File: src/rtl/uart_rx_deser.sv
// UART receive deserializer: synchronizes rx, finds the start bit, samples each
// bit at its centre and writes complete frames into a downstream rx_fifo.
module uart_rx_deser #(
  parameter int CLKS_PER_BIT = 10416,
  parameter int DATA_BITS    = 8
) (
  input  logic                 pclk,
  input  logic                 Reset,
  input  logic                 rx,
  input  logic                 fifo_full,
  output logic [DATA_BITS-1:0] rx_data,
  output logic                 rx_push,
  output logic                 frame_err,
  output logic                 overrun_err,
  output logic                 busy,
  output logic [2:0]           dbg_state
);

  localparam int CW = $clog2(CLKS_PER_BIT);
  localparam int BW = $clog2(DATA_BITS);

  localparam logic [CW-1:0] HALF_LAST = CW'(CLKS_PER_BIT / 2 - 1);
  localparam logic [CW-1:0] BIT_LAST  = CW'(CLKS_PER_BIT - 1);
  localparam logic [BW-1:0] LAST_IDX  = BW'(DATA_BITS - 1);

  localparam logic [2:0] S_IDLE  = 3'd0;
  localparam logic [2:0] S_START = 3'd1;
  localparam logic [2:0] S_DATA  = 3'd2;
  localparam logic [2:0] S_STOP  = 3'd3;
  localparam logic [2:0] S_BREAK = 3'd4;

  logic                 rx_meta;
  logic                 rx_s;
  logic [2:0]           state;
  logic [CW-1:0]        cnt;
  logic [BW-1:0]        bit_idx;
  logic [DATA_BITS-1:0] shift_q;

  // Handshake: rx_push is a single-cycle strobe with rx_data valid in the same
  // cycle; there is no ready, fifo_full only decides between push and overrun.
  always_ff @(posedge pclk or posedge Reset) begin
    if (Reset) begin
      rx_meta     <= 1'b1;
      rx_s        <= 1'b1;
      state       <= S_IDLE;
      cnt         <= '0;
      bit_idx     <= '0;
      shift_q     <= '0;
      rx_data     <= '0;
      rx_push     <= 1'b0;
      frame_err   <= 1'b0;
      overrun_err <= 1'b0;
    end else begin
      rx_meta     <= rx;
      rx_s        <= rx_meta;
      rx_push     <= 1'b0;
      frame_err   <= 1'b0;
      overrun_err <= 1'b0;
      case (state)
        S_IDLE: begin
          cnt     <= '0;
          bit_idx <= '0;
          if (!rx_s) state <= S_START;
        end
        S_START: begin
          if (cnt == HALF_LAST) begin
            cnt   <= '0;
            state <= rx_s ? S_IDLE : S_DATA;
          end else begin
            cnt <= cnt + 1'b1;
          end
        end
        S_DATA: begin
          // Sampling one full bit after mid-start lands in the middle of each data bit.
          if (cnt == BIT_LAST) begin
            cnt     <= '0;
            shift_q <= {rx_s, shift_q[DATA_BITS-1:1]};
            bit_idx <= bit_idx + 1'b1;
            if (bit_idx == LAST_IDX) state <= S_STOP;
          end else begin
            cnt <= cnt + 1'b1;
          end
        end
        S_STOP: begin
          if (cnt == BIT_LAST) begin
            cnt <= '0;
            if (!rx_s) begin
              frame_err <= 1'b1;
              state     <= S_BREAK;
            end else if (fifo_full) begin
              overrun_err <= 1'b1;
              state       <= S_IDLE;
            end else begin
              rx_data <= shift_q;
              rx_push <= 1'b1;
              state   <= S_IDLE;
            end
          end else begin
            cnt <= cnt + 1'b1;
          end
        end
        S_BREAK: begin
          cnt <= '0;
          if (rx_s) state <= S_IDLE;
        end
        default: state <= S_IDLE;
      endcase
    end
  end

  assign busy      = (state != S_IDLE);
  assign dbg_state = state;

endmodule

File: config.mk
export PLATFORM = sky130hd
export DESIGN_NAME = uart_rx_deser
export DESIGN_NICKNAME = d
export VERILOG_FILES = /design/src/rtl/uart_rx_deser.sv
export SDC_FILE = /design/constraint.sdc
export NUM_CORES = 1
export LEC_CHECK = 0
export CAP_MARGIN = 20
export CORE_MARGIN = 2
export CORE_UTILIZATION = 40
export DETAILED_ROUTE_END_ITERATION = 10
export GPL_ROUTABILITY_DRIVEN = 1
export SYNTH_ARGS = -nofsm -noshare
export SYNTH_HDL_FRONTEND = slang
export SYNTH_SLANG_ARGS = --single-unit
export TNS_END_PERCENT = 5
File: constraint.sdc
create_clock -name pclk -period 3.48 [get_ports pclk]
set_clock_uncertainty 0.05 [all_clocks]
set_input_delay 0.522 -clock pclk [delete_from_list [all_inputs] [get_ports pclk]]
set_output_delay 0.522 -clock pclk [all_outputs]
set_load 0.02 [all_outputs]
# [Word level (Yosys, flattened, before mapping)]
# Cells that the tools add are included.
[classes] n_addsub=2 eq_ne=13 muxes=25 n_bitwise=1 reduce_logical=10
[ops] operator="$pmux 14 s3" n=1
[ops] operator="$mux 14" n=2
[ops] operator="$mux 3" n=8
[ops] operator="$pmux 3 s5" n=1
[ops] operator="$add 14x1->14 const B" n=1
[ops] operator="$eq 14x13->1 const B" n=1
[ops] operator="$eq 14x14->1 const B" n=1
[ops] operator="$ne 2x2->1 const B" n=6
[ops] operator="$mux 1" n=11
[ops] operator="$eq 3x2->1 const B" n=2
[ops] operator="$eq 3x3->1 const B" n=2
[ops] operator="$pmux 3 s2" n=1
[ops] operator="$reduce_and 6->1" n=1
[ops] operator="$reduce_bool 3->1" n=2
[ops] operator="$reduce_and 2->1" n=2
[ops] operator="$reduce_and 4->1" n=1
[ops] operator="$reduce_or 2->1" n=2
[ops] operator="$add 3x1->3 const B" n=1
[ops] operator="$eq 3x1->1 const B" n=1
[ops] operator="$logic_not 3->1" n=1
[ops] operator="$mux 2" n=1
[ops] operator="$reduce_bool 2->1" n=1
[ops] operator="$not 1->1" n=1
[totals] regBits=41 inputBits=4 output_inout_bits=15 word_cells=61

# [Logic depth before layout (Yosys ltp)]
[depth] depth_word=4 ltp_mapped=7

# [Worst setup path before layout]
# No wires, ideal clock.
[synth_timing] kind="register to register" from="reg cnt[8]" to="reg rx_data[0]" setup_time_ns=0.125 arrival_ns=1.980 t_required_ns=3.305 path_slack_ns=1.325 stages_incl_launch_ff=5 period_less_slack_ns=2.155 path_cell_list="dfrtp_1 > or4b_4 > nor4_4 > nand3b_2 > mux2_2"
[synth_between] elab_chain_len=2
[synth_lines] element="start, declared" line="35" source="logic [CW-1:0] cnt;"
[synth_lines] element="start signal, assigned" line="70" source="cnt <= cnt + 1'b1;"
[synth_lines] element="start signal, assigned" line="81" source="cnt <= cnt + 1'b1;"
[synth_lines] element="start signal, assigned" line="99" source="cnt <= cnt + 1'b1;"
[synth_lines] element="$eq 14x14->1" line="85" source="if (cnt == BIT_LAST) begin"
[synth_lines] element="$reduce_and 4->1 (no source line)"
[synth_lines] element="end signal, assigned" line="94" source="rx_data <= shift_q;"
[synth_lines] element="end, declared" line="11" source="output logic [DATA_BITS-1:0] rx_data,"
# No other way between the ends.
# A chain may end at the register's enable or synchronous reset.

# [Worst setup path in the final report]
[layout_timing] from="reg cnt[0]" to="reg cnt[6]"
[layout_between] elab_chain_len=3 word_cells_on_any_way=6 classes_between="1 x add/sub; 2 x eq/ne; 3 x mux"
[layout_lines] element="$add 14x1->14, or another cell as far along" line="70, 81, 99"
[layout_lines] element="$mux 14 (on tied branches)" line="75, 85, 66"
[layout_lines] element="$pmux 14 s3 (*)" line="59" source="case (state)"
# Mark *: on every way between the ends. The rest lies on a longest branch, timed or not.

==> results.cfg <==
[worst_hold_path]
hp-class = reg2reg
worstHoldEndpoint = rx_s
holdPathStages = 0
hp-start = rx_meta

[critical_path]
critical_path_class = reg2reg
r2r_cells = 6
cp_max_fo = 11
path_depth = 6
required_ns = 3.61
crit_path_cell_trace = ha_1 > nor2b_1 > and4_1 > o22ai_1 > nand2_1 > o311ai_0
crit_path_top_delay_cell = o22ai_1
cp_slowest_stage_delay_ns = 0.76
ff2ff_setup_slack_ns = 0.92
critPathArrivalTime_ns = 2.69
critPathCaptureType = flop
r2r-start = cnt[0]
crit_buf_inv = 0
start_kind = flop
critPathTopFamily = compound AO/OA/AOI/OAI gates
r2r-end = cnt[6]

[timing]
setup_violations = 0
fin_crit_ns = 2.56
setup_tns_ns = 0
fin_crit_sh_pct = 73.6
max_freq_mhz = 391
holdWs_ns = 0.313
tightest_slew_ns = 0.973
maxSlewViolCount = 0
hold_viol = 0
relSlewSlack_pct = 35.2
rsz0062_at_grt = no

[drt]
wl_um = 3650
drt_iter0_drc = 130
via_per_inst = 5.59
vias = 1387
ant_nets = 0
drc = 0
dr.pass1.iters = 4
wire_per_inst_um = 14.7

[clock_tree]
clkTransAtPathRegs_ns = 0.08
cts_made_buffers = 5
post_cts_buffers = 0
cts_tree = built
clock-sinks = 41
cts_max_path_buffers = 2
cts-resized-gates = 0
ctsHoldBuffers = 0
htreeDepth = 2
clock-root-buffer = clkbuf_8
clock_latency_ns = 0.29

[power]
p_sw_mw = 0.171
power_density_nw_per_um2 = 391
pwr-share-seq_pct = 54.1
swShare_pct = 19.3
p_leak_nw = 1.05
p_clk_share_pct = 44.4
p_comb_share_pct = 1.6
intPower_mw = 0.715
vdd_ir_drop_max_uv = 142

[global_routing]
antenna_found_initial = 0
grt_max_degree = 42
grt_pass1_vias = 1395
grt_overflow = 0
track_usage_pct = 15.0
grt_pass1_wl_um = 6240

[run_status]
status = completed

[synth]
postSynthAreaPerCell_um2 = 11.0
synth-edff-count = 0
synth_seq_cells = 41
synthArstFlopShare_pct = 100
postSynthCellCount = 175
yosys_warnings = 0
yosysSeqAreaShare_pct = 53.3
synthFlopType = dfrtp_1
synth_nets = 182
syn-cell-area_um2 = 1930
yosysUniqueCellTypes = 41

[floorplan]
num_rows = 25
start_util_pct = 41.1
die_area_um2 = 5390
dieWidth_um = 73.4
ios = 19
core_um2 = 4690
die_y_um = 73.4

[final_layout]
drive_above_1_share_pct = 17.0
area_delta_synth_final_pct = 17.4
insertedDiodeCount = 0
final_nets = 200

[run]
drv_cap = 0

[placement]
place.detailed.hpwl_um = 2510
globalplace.congestion = 0.769
numPortBuffers = 18
## metal layers
metal / global-route usage [%] / wire length (um) / up-vias
met3: 3.70 / 138 / 6
met5: 0 / 0 / -
met2: 26.6 / 1920 / 30
li1: - / - / 660
met1: 17.1 / 1540 / 691
met4: 6.67 / 53 / 0
## metrics by stage
stage	cell area [um^2]	setup WS, ns	instances	utilization, %	power [mW]
2_1_floorplan	1930	1.32	175	-	0.496
3_3_place_gp	2140	1.06	240	45.7	0.503
3_5_place_dp	2140	0.961	240	45.7	0.503
4_1_cts	2260	0.945	248	48.2	0.900
5_1_grt	2260	0.622	248	48.2	0.919
6_report	2260	0.919	248	48.2	0.886
## placed cells by master, fill, tap and decap left out, types with 5 or more instances in the layout
cell type,netlist,layout
nor2_1,13,13
clkdlybuf4s50_1,0,18
nand2_1,11,11
inv_1,7,7
nand3_1,14,14
dfrtp_1,39,39
nor3_1,5,5
clkbuf_8,0,6
nand4_1,5,5
mux2_2,16,16
o21ai_0,8,8
## cell families after synthesis
kind of cell,Yosys count,synth area share (%)
simple gates,71,21.7
flops,41,53.3
compound gates,23,7.46
mux,17,9.86
buf+inv,15,3.44
xor+xnor,5,2.27
fa+ha+maj,3,1.95
## state kept, by name, summed over array words and instances (netlist names)
signal,flops
frame_err,1
shift_q,8
overrun_err,1
cnt,14
rx_push,1
rx_data,8
bit_idx,3
rx_meta,1
rx_s,1
dbg_state,3
## synthesized netlist by cell type (2+ instances only)
cell	instances	area, um^2
a21oi_1	2	10.0
a22oi_1	2	15.0
and3_1	4	25.0
buf_2	2	10.0
clkbuf_1	5	18.8
dfrtp_1	39	976
dfstp_2	2	52.6
ha_1	3	37.5
inv_1	7	26.3
mux2_2	16	180
nand2_1	11	41.3
nand2b_1	2	12.5
nand3_1	14	70.1
nand4_1	5	31.3
nor2_1	13	48.8
nor2b_1	3	18.8
nor3_1	5	25.0
nor4_1	2	12.5
nor4bb_1	2	20.0
o211ai_1	2	15.0
o21ai_0	8	40.0
o22ai_1	3	18.8
or3_1	2	12.5
xor2_1	4	35.0
## final cells by class
type                    count  area, um^2
clock buffers               6        82.6
clock inverters             2        37.5
fillers                   428        2430
inverters                   7        26.3
multi-input cells         119         833
flip-flops and latches     41        1030
well taps                  54        67.6
repair buffers             19         188
## worst max-delay path by stage
stage,end,start
6_report,cnt[6],cnt[0]
5_1_grt,cnt[6],cnt[0]
4_1_cts,cnt[6],cnt[0]
3_5_place_dp,cnt[6],cnt[8]
3_3_place_gp,cnt[6],cnt[8]
2_1_floorplan,rx_data[0],cnt[8]
## power groups by stage
| stage | logic (mW) | clock network, mW | registers, mW |
|---|---|---|---|
| global route | 0.0165 | 0.423 | 0.479 |
| finish | 0.0141 | 0.393 | 0.479 |
| floorplan | 0.00789 | 0 | 0.488 |
| detailed placement | 0.0149 | 0 | 0.488 |
| global placement | 0.0145 | 0 | 0.488 |
| CTS | 0.0149 | 0.406 | 0.479 |
## worst register-to-register path: stages (launching register included)
cell	delay (ns)
dfrtp_1	0.42
ha_1	0.26
nor2b_1	0.15
and4_1	0.21
o22ai_1	0.76
nand2_1	0.25
o311ai_0	0.35
(Power assumes the default switching activity.)
